File: src/rtl/obstacle_scheduler.sv
// obstacle_scheduler: obstacle slot pool, move tick, spawn/retire, game FSM, collision and score.
// Optional feature: define SCHED_SPEEDUP_EN to shorten the tick period as the score grows.
module obstacle_scheduler #(
  parameter int NUM_SLOTS    = 4,
  parameter int X_W          = 10,
  parameter int Y_W          = 9,
  parameter int SCREEN_WIDTH = 640,
  parameter int GROUND_TOP   = 400,
  parameter int AIR_OFFSET   = 15,
  parameter int BLOCK_WIDTH  = 16,
  parameter int PLAYER_X     = 64,
  parameter int TICK_DIV     = 100000,
  parameter int MIN_GAP      = 64
) (
  input  logic                     clock,
  input  logic                     resetn,
  input  logic                     start,
  input  logic [Y_W-1:0]           player_y,
  output logic [NUM_SLOTS*X_W-1:0] block_x,
  output logic [NUM_SLOTS*Y_W-1:0] block_y,
  output logic [NUM_SLOTS-1:0]     block_valid,
  output logic [1:0]               state,
  output logic                     tick,
  output logic [15:0]              score
);

  typedef enum logic [1:0] {
    S_IDLE = 2'b00,
    S_RUN  = 2'b01,
    S_OVER = 2'b10
  } state_t;

  localparam int DIV_W = $clog2(TICK_DIV + 1);
  localparam int GAP_W = $clog2(MIN_GAP + 32);
  localparam int IDX_W = (NUM_SLOTS > 1) ? $clog2(NUM_SLOTS) : 1;

  localparam logic [X_W-1:0] X_SPAWN  = X_W'(SCREEN_WIDTH);
  localparam logic [Y_W-1:0] Y_GROUND = Y_W'(GROUND_TOP);
  localparam logic [Y_W-1:0] Y_AIR    = Y_W'(GROUND_TOP - AIR_OFFSET);
  localparam logic [X_W:0]   PX_LO    = (X_W+1)'(PLAYER_X);
  localparam logic [X_W:0]   PX_HI    = (X_W+1)'(PLAYER_X + BLOCK_WIDTH);
  localparam logic [X_W:0]   BW_X     = (X_W+1)'(BLOCK_WIDTH);
  localparam logic [Y_W:0]   BW_Y     = (Y_W+1)'(BLOCK_WIDTH);
  localparam logic [15:0]    LFSR_TAPS = 16'hB400;

  state_t               state_q;
  logic [X_W-1:0]       x_q     [NUM_SLOTS];
  logic [Y_W-1:0]       y_q     [NUM_SLOTS];
  logic [NUM_SLOTS-1:0] valid_q;
  logic [DIV_W-1:0]     div_q;
  logic [GAP_W-1:0]     gap_q;
  logic [15:0]          lfsr_q;

  logic                 collide;
  logic                 free_found;
  logic [IDX_W-1:0]     free_idx;
  logic [15:0]          score_next;
  logic [DIV_W-1:0]     period;
  logic                 div_last;
  logic                 move_tick;

  assign state       = state_q;
  assign block_valid = valid_q;
  assign div_last    = (div_q == period - DIV_W'(1));
  assign move_tick   = (state_q == S_RUN) && !collide && div_last;

  for (genvar g = 0; g < NUM_SLOTS; g++) begin : g_pack
    assign block_x[g*X_W +: X_W] = x_q[g];
    assign block_y[g*Y_W +: Y_W] = y_q[g];
  end

  // Overlap test on the registered positions; the extra x bit keeps x+BLOCK_WIDTH from wrapping.
  always_comb begin
    logic [X_W:0] x_ext;
    logic [Y_W:0] dy;
    // NOTE: every variable gets a default before the loop so no latch is inferred.
    collide = 1'b0;
    x_ext   = '0;
    dy      = '0;
    for (int i = 0; i < NUM_SLOTS; i++) begin
      x_ext = {1'b0, x_q[i]};
      dy    = (player_y >= y_q[i]) ? ({1'b0, player_y} - {1'b0, y_q[i]})
                                   : ({1'b0, y_q[i]} - {1'b0, player_y});
      if (valid_q[i] && (x_ext < PX_HI) && (x_ext + BW_X > PX_LO) && (dy < BW_Y))
        collide = 1'b1;
    end
  end

  // Lowest-index free slot, judged before this tick's retirements.
  always_comb begin
    free_found = 1'b0;
    free_idx   = '0;
    for (int i = NUM_SLOTS - 1; i >= 0; i--) begin
      if (!valid_q[i]) begin
        free_found = 1'b1;
        free_idx   = IDX_W'(i);
      end
    end
  end

  always_comb begin
    score_next = score;
    for (int i = 0; i < NUM_SLOTS; i++) begin
      if (valid_q[i] && (x_q[i] == '0) && (score_next != 16'hFFFF))
        score_next = score_next + 16'd1;
    end
  end

`ifdef SCHED_SPEEDUP_EN
  logic [1:0]       level;
  logic [DIV_W-1:0] period_q;
  logic [DIV_W-1:0] period_next;

  assign level       = (score >= 16'd48) ? 2'd3 : score[5:4];
  assign period_next = DIV_W'(TICK_DIV - int'(level) * (TICK_DIV / 4));
  assign period      = period_q;

  // The period is only reloaded at a wrap so a running interval is never cut short.
  always_ff @(posedge clock or negedge resetn) begin
    if (!resetn)
      period_q <= DIV_W'(TICK_DIV);
    else if ((state_q == S_IDLE) && start)
      period_q <= DIV_W'(TICK_DIV);
    else if (move_tick)
      period_q <= period_next;
  end
`else
  assign period = DIV_W'(TICK_DIV);
`endif

  always_ff @(posedge clock or negedge resetn) begin
    if (!resetn)
      lfsr_q <= 16'hACE1;
    else
      lfsr_q <= {1'b0, lfsr_q[15:1]} ^ (lfsr_q[0] ? LFSR_TAPS : 16'h0000);
  end

  // NOTE: all state below uses non-blocking assignments so every register sees pre-edge values.
  always_ff @(posedge clock or negedge resetn) begin
    if (!resetn) begin
      state_q <= S_IDLE;
      tick    <= 1'b0;
      score   <= '0;
      div_q   <= '0;
      gap_q   <= '0;
      valid_q <= '0;
      // NOTE: the slot arrays are a small register pool with defined reset values, so unlike a RAM they are reset.
      for (int i = 0; i < NUM_SLOTS; i++) begin
        x_q[i] <= X_SPAWN;
        y_q[i] <= Y_GROUND;
      end
    end else begin
      tick <= 1'b0;
      unique case (state_q)
        S_IDLE: begin
          if (start) begin
            state_q <= S_RUN;
            div_q   <= '0;
            gap_q   <= '0;
            score   <= '0;
            valid_q <= '0;
            for (int i = 0; i < NUM_SLOTS; i++) begin
              x_q[i] <= X_SPAWN;
              y_q[i] <= Y_GROUND;
            end
          end
        end
        S_RUN: begin
          if (collide) begin
            state_q <= S_OVER;
          end else if (div_last) begin
            div_q <= '0;
            tick  <= 1'b1;
            score <= score_next;
            for (int i = 0; i < NUM_SLOTS; i++) begin
              if (valid_q[i]) begin
                if (x_q[i] == '0) valid_q[i] <= 1'b0;
                else              x_q[i]     <= x_q[i] - X_W'(1);
              end
            end
            if (gap_q == '0) begin
              if (free_found) begin
                valid_q[free_idx] <= 1'b1;
                x_q[free_idx]     <= X_SPAWN;
                y_q[free_idx]     <= lfsr_q[0] ? Y_AIR : Y_GROUND;
                gap_q             <= GAP_W'(MIN_GAP) + GAP_W'(lfsr_q[5:1]);
              end
            end else begin
              gap_q <= gap_q - GAP_W'(1);
            end
          end else begin
            div_q <= div_q + DIV_W'(1);
          end
        end
        S_OVER: begin
          if (start) begin
            state_q <= S_IDLE;
            valid_q <= '0;
            for (int i = 0; i < NUM_SLOTS; i++) begin
              x_q[i] <= X_SPAWN;
              y_q[i] <= Y_GROUND;
            end
          end
        end
        default: state_q <= S_IDLE;
      endcase
    end
  end

endmodule
File: config.mk
export PLATFORM = sky130hd
export DESIGN_NAME = obstacle_scheduler
export DESIGN_NICKNAME = d
export VERILOG_FILES = /design/src/rtl/obstacle_scheduler.sv
export SDC_FILE = /design/constraint.sdc
export NUM_CORES = 1
export LEC_CHECK = 0
export BUFFER_PORTS_ARGS = -buffer_cell sky130_fd_sc_hd__clkbuf_2
export CORE_MARGIN = 2
export CORE_UTILIZATION = 41
export CTS_CLUSTER_SIZE = 10
export DETAILED_ROUTE_END_ITERATION = 6
export GPL_ROUTABILITY_DRIVEN = 0
export GPL_TIMING_DRIVEN = 0
export PLACE_DENSITY = 0.67
export SYNTH_ARGS = -nofsm -noshare
export SYNTH_HDL_FRONTEND = slang
export SYNTH_SLANG_ARGS = --single-unit
File: constraint.sdc
create_clock -name clock -period 6.9 [get_ports clock]
set_clock_uncertainty 0.05 [all_clocks]
set_input_delay 0 -clock clock [delete_from_list [all_inputs] [get_ports clock]]
set_output_delay 0 -clock clock [all_outputs]
set_load 0.02 [all_outputs]
==> impl_metrics.csv <==
group,metric,value,unit
routing,drt-total-wl,26100,um
flow_run,drv_cap,0,
timing,finalHoldViolCount,0,
clock_network,cts_sinks,115,
timing,period_share,96.2,%
critical_path,rr_worst_depth,22,
critical_path,arrival,6870,ps
outcome,status,"complete, no violations",
pwr,pwr_density_cell,259,nW/um2
grt,grt_remaining_overflow,0,
logic_synthesis,yosysWarnings,0,
logic_synthesis,yosys.area.top_type,"dfrtp_1",
clock_network,numCtsBuffers,17,
routing,ant_nets,0,
critical_path,r2r-start,"block_x[0]",
timing,clock.fmax,151,MHz
final_layout,postLayoutCellArea,10900,um2
logic_synthesis,yosysSeqAreaShare,31.5,%
final_layout,diodes,0,
clock_network,tritoncts,"yes",
critical_path,critical_path_peak_fanout,10,
routing,num_vias,8897,
placement,port_buffers,89,
logic_synthesis,avgSynthCellArea,8.38,um2
routing,first_pass_iters,5,
clock_network,clk_latency,430,ps
critical_path,cp-end-kind,"flop",
timing,slew_headroom,13.7,%
die,start_util,42.1,%
pwr,leakage,4.76,nW
die,die_y,154,um
critical_path,crit_type,"reg -> reg",
logic_synthesis,synth-seq-cells,115,
timing,fin_crit,6630,ps
critical_path,r2r_slack,270,ps
die,rows,54,
placement,dp_hpwl,19400,um
logic_synthesis,synth.distinct_cells,94,
logic_synthesis,yosys-top-cells-area,"dfrtp_1 25%, dfstp_2 6.8%, ha_1 5.8%",
placement,placed_area,10200,um2
timing,tightest_slew,1280,ps
routing,routedWlPerCell,16.9,um
hold_path,hold_class,"in -> async",
die,ios,111,
logic_synthesis,synthCells,1102,
timing,setup_ws,265,ps
die,die-area,23800,um2
critical_path,worst_r2r_endpoint,"score[9]",
grt,grt_first_pass_wirelength,43000,um
critical_path,worst_setup_path_start_kind,"flop",
routing,first_iter_violations,852,
timing,fin_hold_ws,105,ps
routing,drc,0,
routing,via_per_inst,5.78,
final_layout,drive_gt1_share,19.7,%
pwr,peakVddDrop,0.206,mV
grt,grt_max_degree,97,
logic_synthesis,synth_common_cells,"104 x nand2_1, 98 x nor2_1, 91 x dfrtp_1",
timing,setup_viol,0,
logic_synthesis,async_flop_share,100,%
placement,place_ws,-382,ps
clock_network,clk_pin_slew_worst_paths,70,ps
clock_network,clk_path_buf_depth,2,
logic_synthesis,synth_area,9240,um2
logic_synthesis,synth_top_cell_area_share,24.6,%
grt,grt_use_total,22.2,%
timing,maxSlewViolCount,0,
clock_network,htree_levels,4,
die,core,22000,um2
final_layout,fillCellCount,2118,
grt,antenna_found_initial,0,
pwr,total_power,2.84,mW
clock_network,cts_root_buf,"clkbuf_16",
die,die_x,154,um
logic_synthesis,synth_edf_count,0,
grt,grt_pass1_vias,8240,
logic_synthesis,synth_top_flop_cell,"dfrtp_1",
final_layout,final_util,49.9,%
critical_path,critPathRequiredTime,7140,ps
final_layout,fin_nets,1301,
logic_synthesis,synth_most_common_cell,"nand2_1",
final_layout,syn_to_final_growth,18.5,%
==> where the power goes <==
group | leakage [nW] | switching (mW) | total, mW | internal [mW]
sequential | 1.47 | 0.164 | 0.974 | 0.810
clock | 0.289 | 0.360 | 0.934 | 0.574
combinational | 3.00 | 0.584 | 0.933 | 0.349
total | 4.76 | 1.11 | 2.84 | 1.73
==> logic make-up (layout without fill, tap and decap cells) <==
group                    count (synthesis)  after routing  synth area share (%)
buffers and inverters                  111            248                  5.84
adder cells (fa/ha/maj)                 43             43                  5.82
flip-flops                             115            115                  31.5
other                                    1             20                0.0406
XOR/XNOR                                90             90                  8.53
AO/OA/AOI/OAI                          239            239                  17.8
multiplexers                            22             22                  2.44
AND/OR/NAND/NOR                        481            482                  28.1
==> routing by layer <==
layer  share of wire, %  global-route usage [%]  wire (um)  up-vias
met2                 44                    33.9      11500      315
met5                  0                       0          0        -
met4                2.3                    7.21        595        0
met3                6.6                    4.96       1730       46
met1                 47                    31.3      12200     4252
li1                   -                       -          -     4284
==> cell usage in the layout (no fill, tap or decap), types with 8 or more instances in the layout <==
cell type	synthesis	layout
mux2i_1	18	18
nand3_1	41	41
a21o_1	8	8
and3_1	24	24
dfrtp_1	91	89
a211o_1	8	8
nor4_1	28	27
and2_1	13	13
buf_2	14	14
or2_2	9	9
nor2_1	98	98
buf_4	24	35
clkbuf_2	0	88
clkbuf_1	21	23
inv_1	49	49
a31oi_1	10	10
nand2_1	104	104
nand4_1	22	22
nand2b_1	14	14
dfstp_2	24	24
or4_1	15	15
ha_1	43	41
or3_1	11	11
xor2_1	49	48
conb_1	1	20
xnor2_1	41	41
a21oi_1	42	42
nand4b_1	8	8
nor3_1	36	36
o22ai_1	9	9
o31ai_1	12	12
nor2b_1	11	11
o21ai_0	57	57
o211ai_1	8	8
o21ai_1	12	10
clkbuf_16	0	17
==> stage by stage <==
step | setup TNS, ps | instances
detailed placement | -542 | 1492
floorplan | 0 | 1121
global placement | -520 | 1490
global route | -267 | 1539
CTS | 0 | 1527
finish | 0 | 1539
==> how the worst max path moves through the flow <==
stage / start / endpoint / slack, ps
global route: block_x[0] / score[6] / -120
detailed placement: score[0] / score[6] / -380
finish: block_x[0] / score[9] / 270
floorplan: score[0] / score[6] / 930
CTS: score[0] / score[6] / 6
global placement: score[0] / score[6] / -410
==> sequential cells by signal (all words and copies together), names as in the netlist <==
register and cells:
block_x 40, block_y 12, lfsr_q 16, score 16
block_valid 4, tick 1, state 2, gap_q 7
div_q 17
==> worst max-delay path, stage by stage, from the launching register on <==
cell      delay [ps]
dfrtp_1          440
inv_1            100
ha_1             170
nor3b_2          330
nand3_2          260
a21o_1           220
buf_2            190
nor4_1           430
o21ai_2          220
o41ai_4          580
xnor2_1          300
ha_2             390
inv_1            150
a2111o_1         440
or4bb_1          480
nor4_1           280
xnor2_1          200
nor2b_1          230
nand4_2          170
buf_6            190
o211ai_2         230
xor2_1           300
o22ai_1          130
==> area by class of cell <==
type	count	area (um2)	share of cell area, %
multi-input combinational	896	5940	54.2
sequential	115	2910	26.6
timing repair buffer	105	604	5.52
clock buffer	19	433	3.95
buffer	62	355	3.25
tap	280	350	3.20
inverter	49	184	1.68
clock inverter	13	175	1.60
==> timing repair <==
| item | CTS | global route |
|---|---|---|
| cloned | 0 | 1 |
| gates resized for setup | 4 | 8 |
| setup buffers | 0 | 11 |
| hold endpoints to repair | 92 | 0 |
| pin swaps | 0 | 4 |
| endpoints found under the setup margin | 5 | 16 |
| hold buffers | 3 | 0 |
No activity file was read; power rests on OpenSTA's default activity.
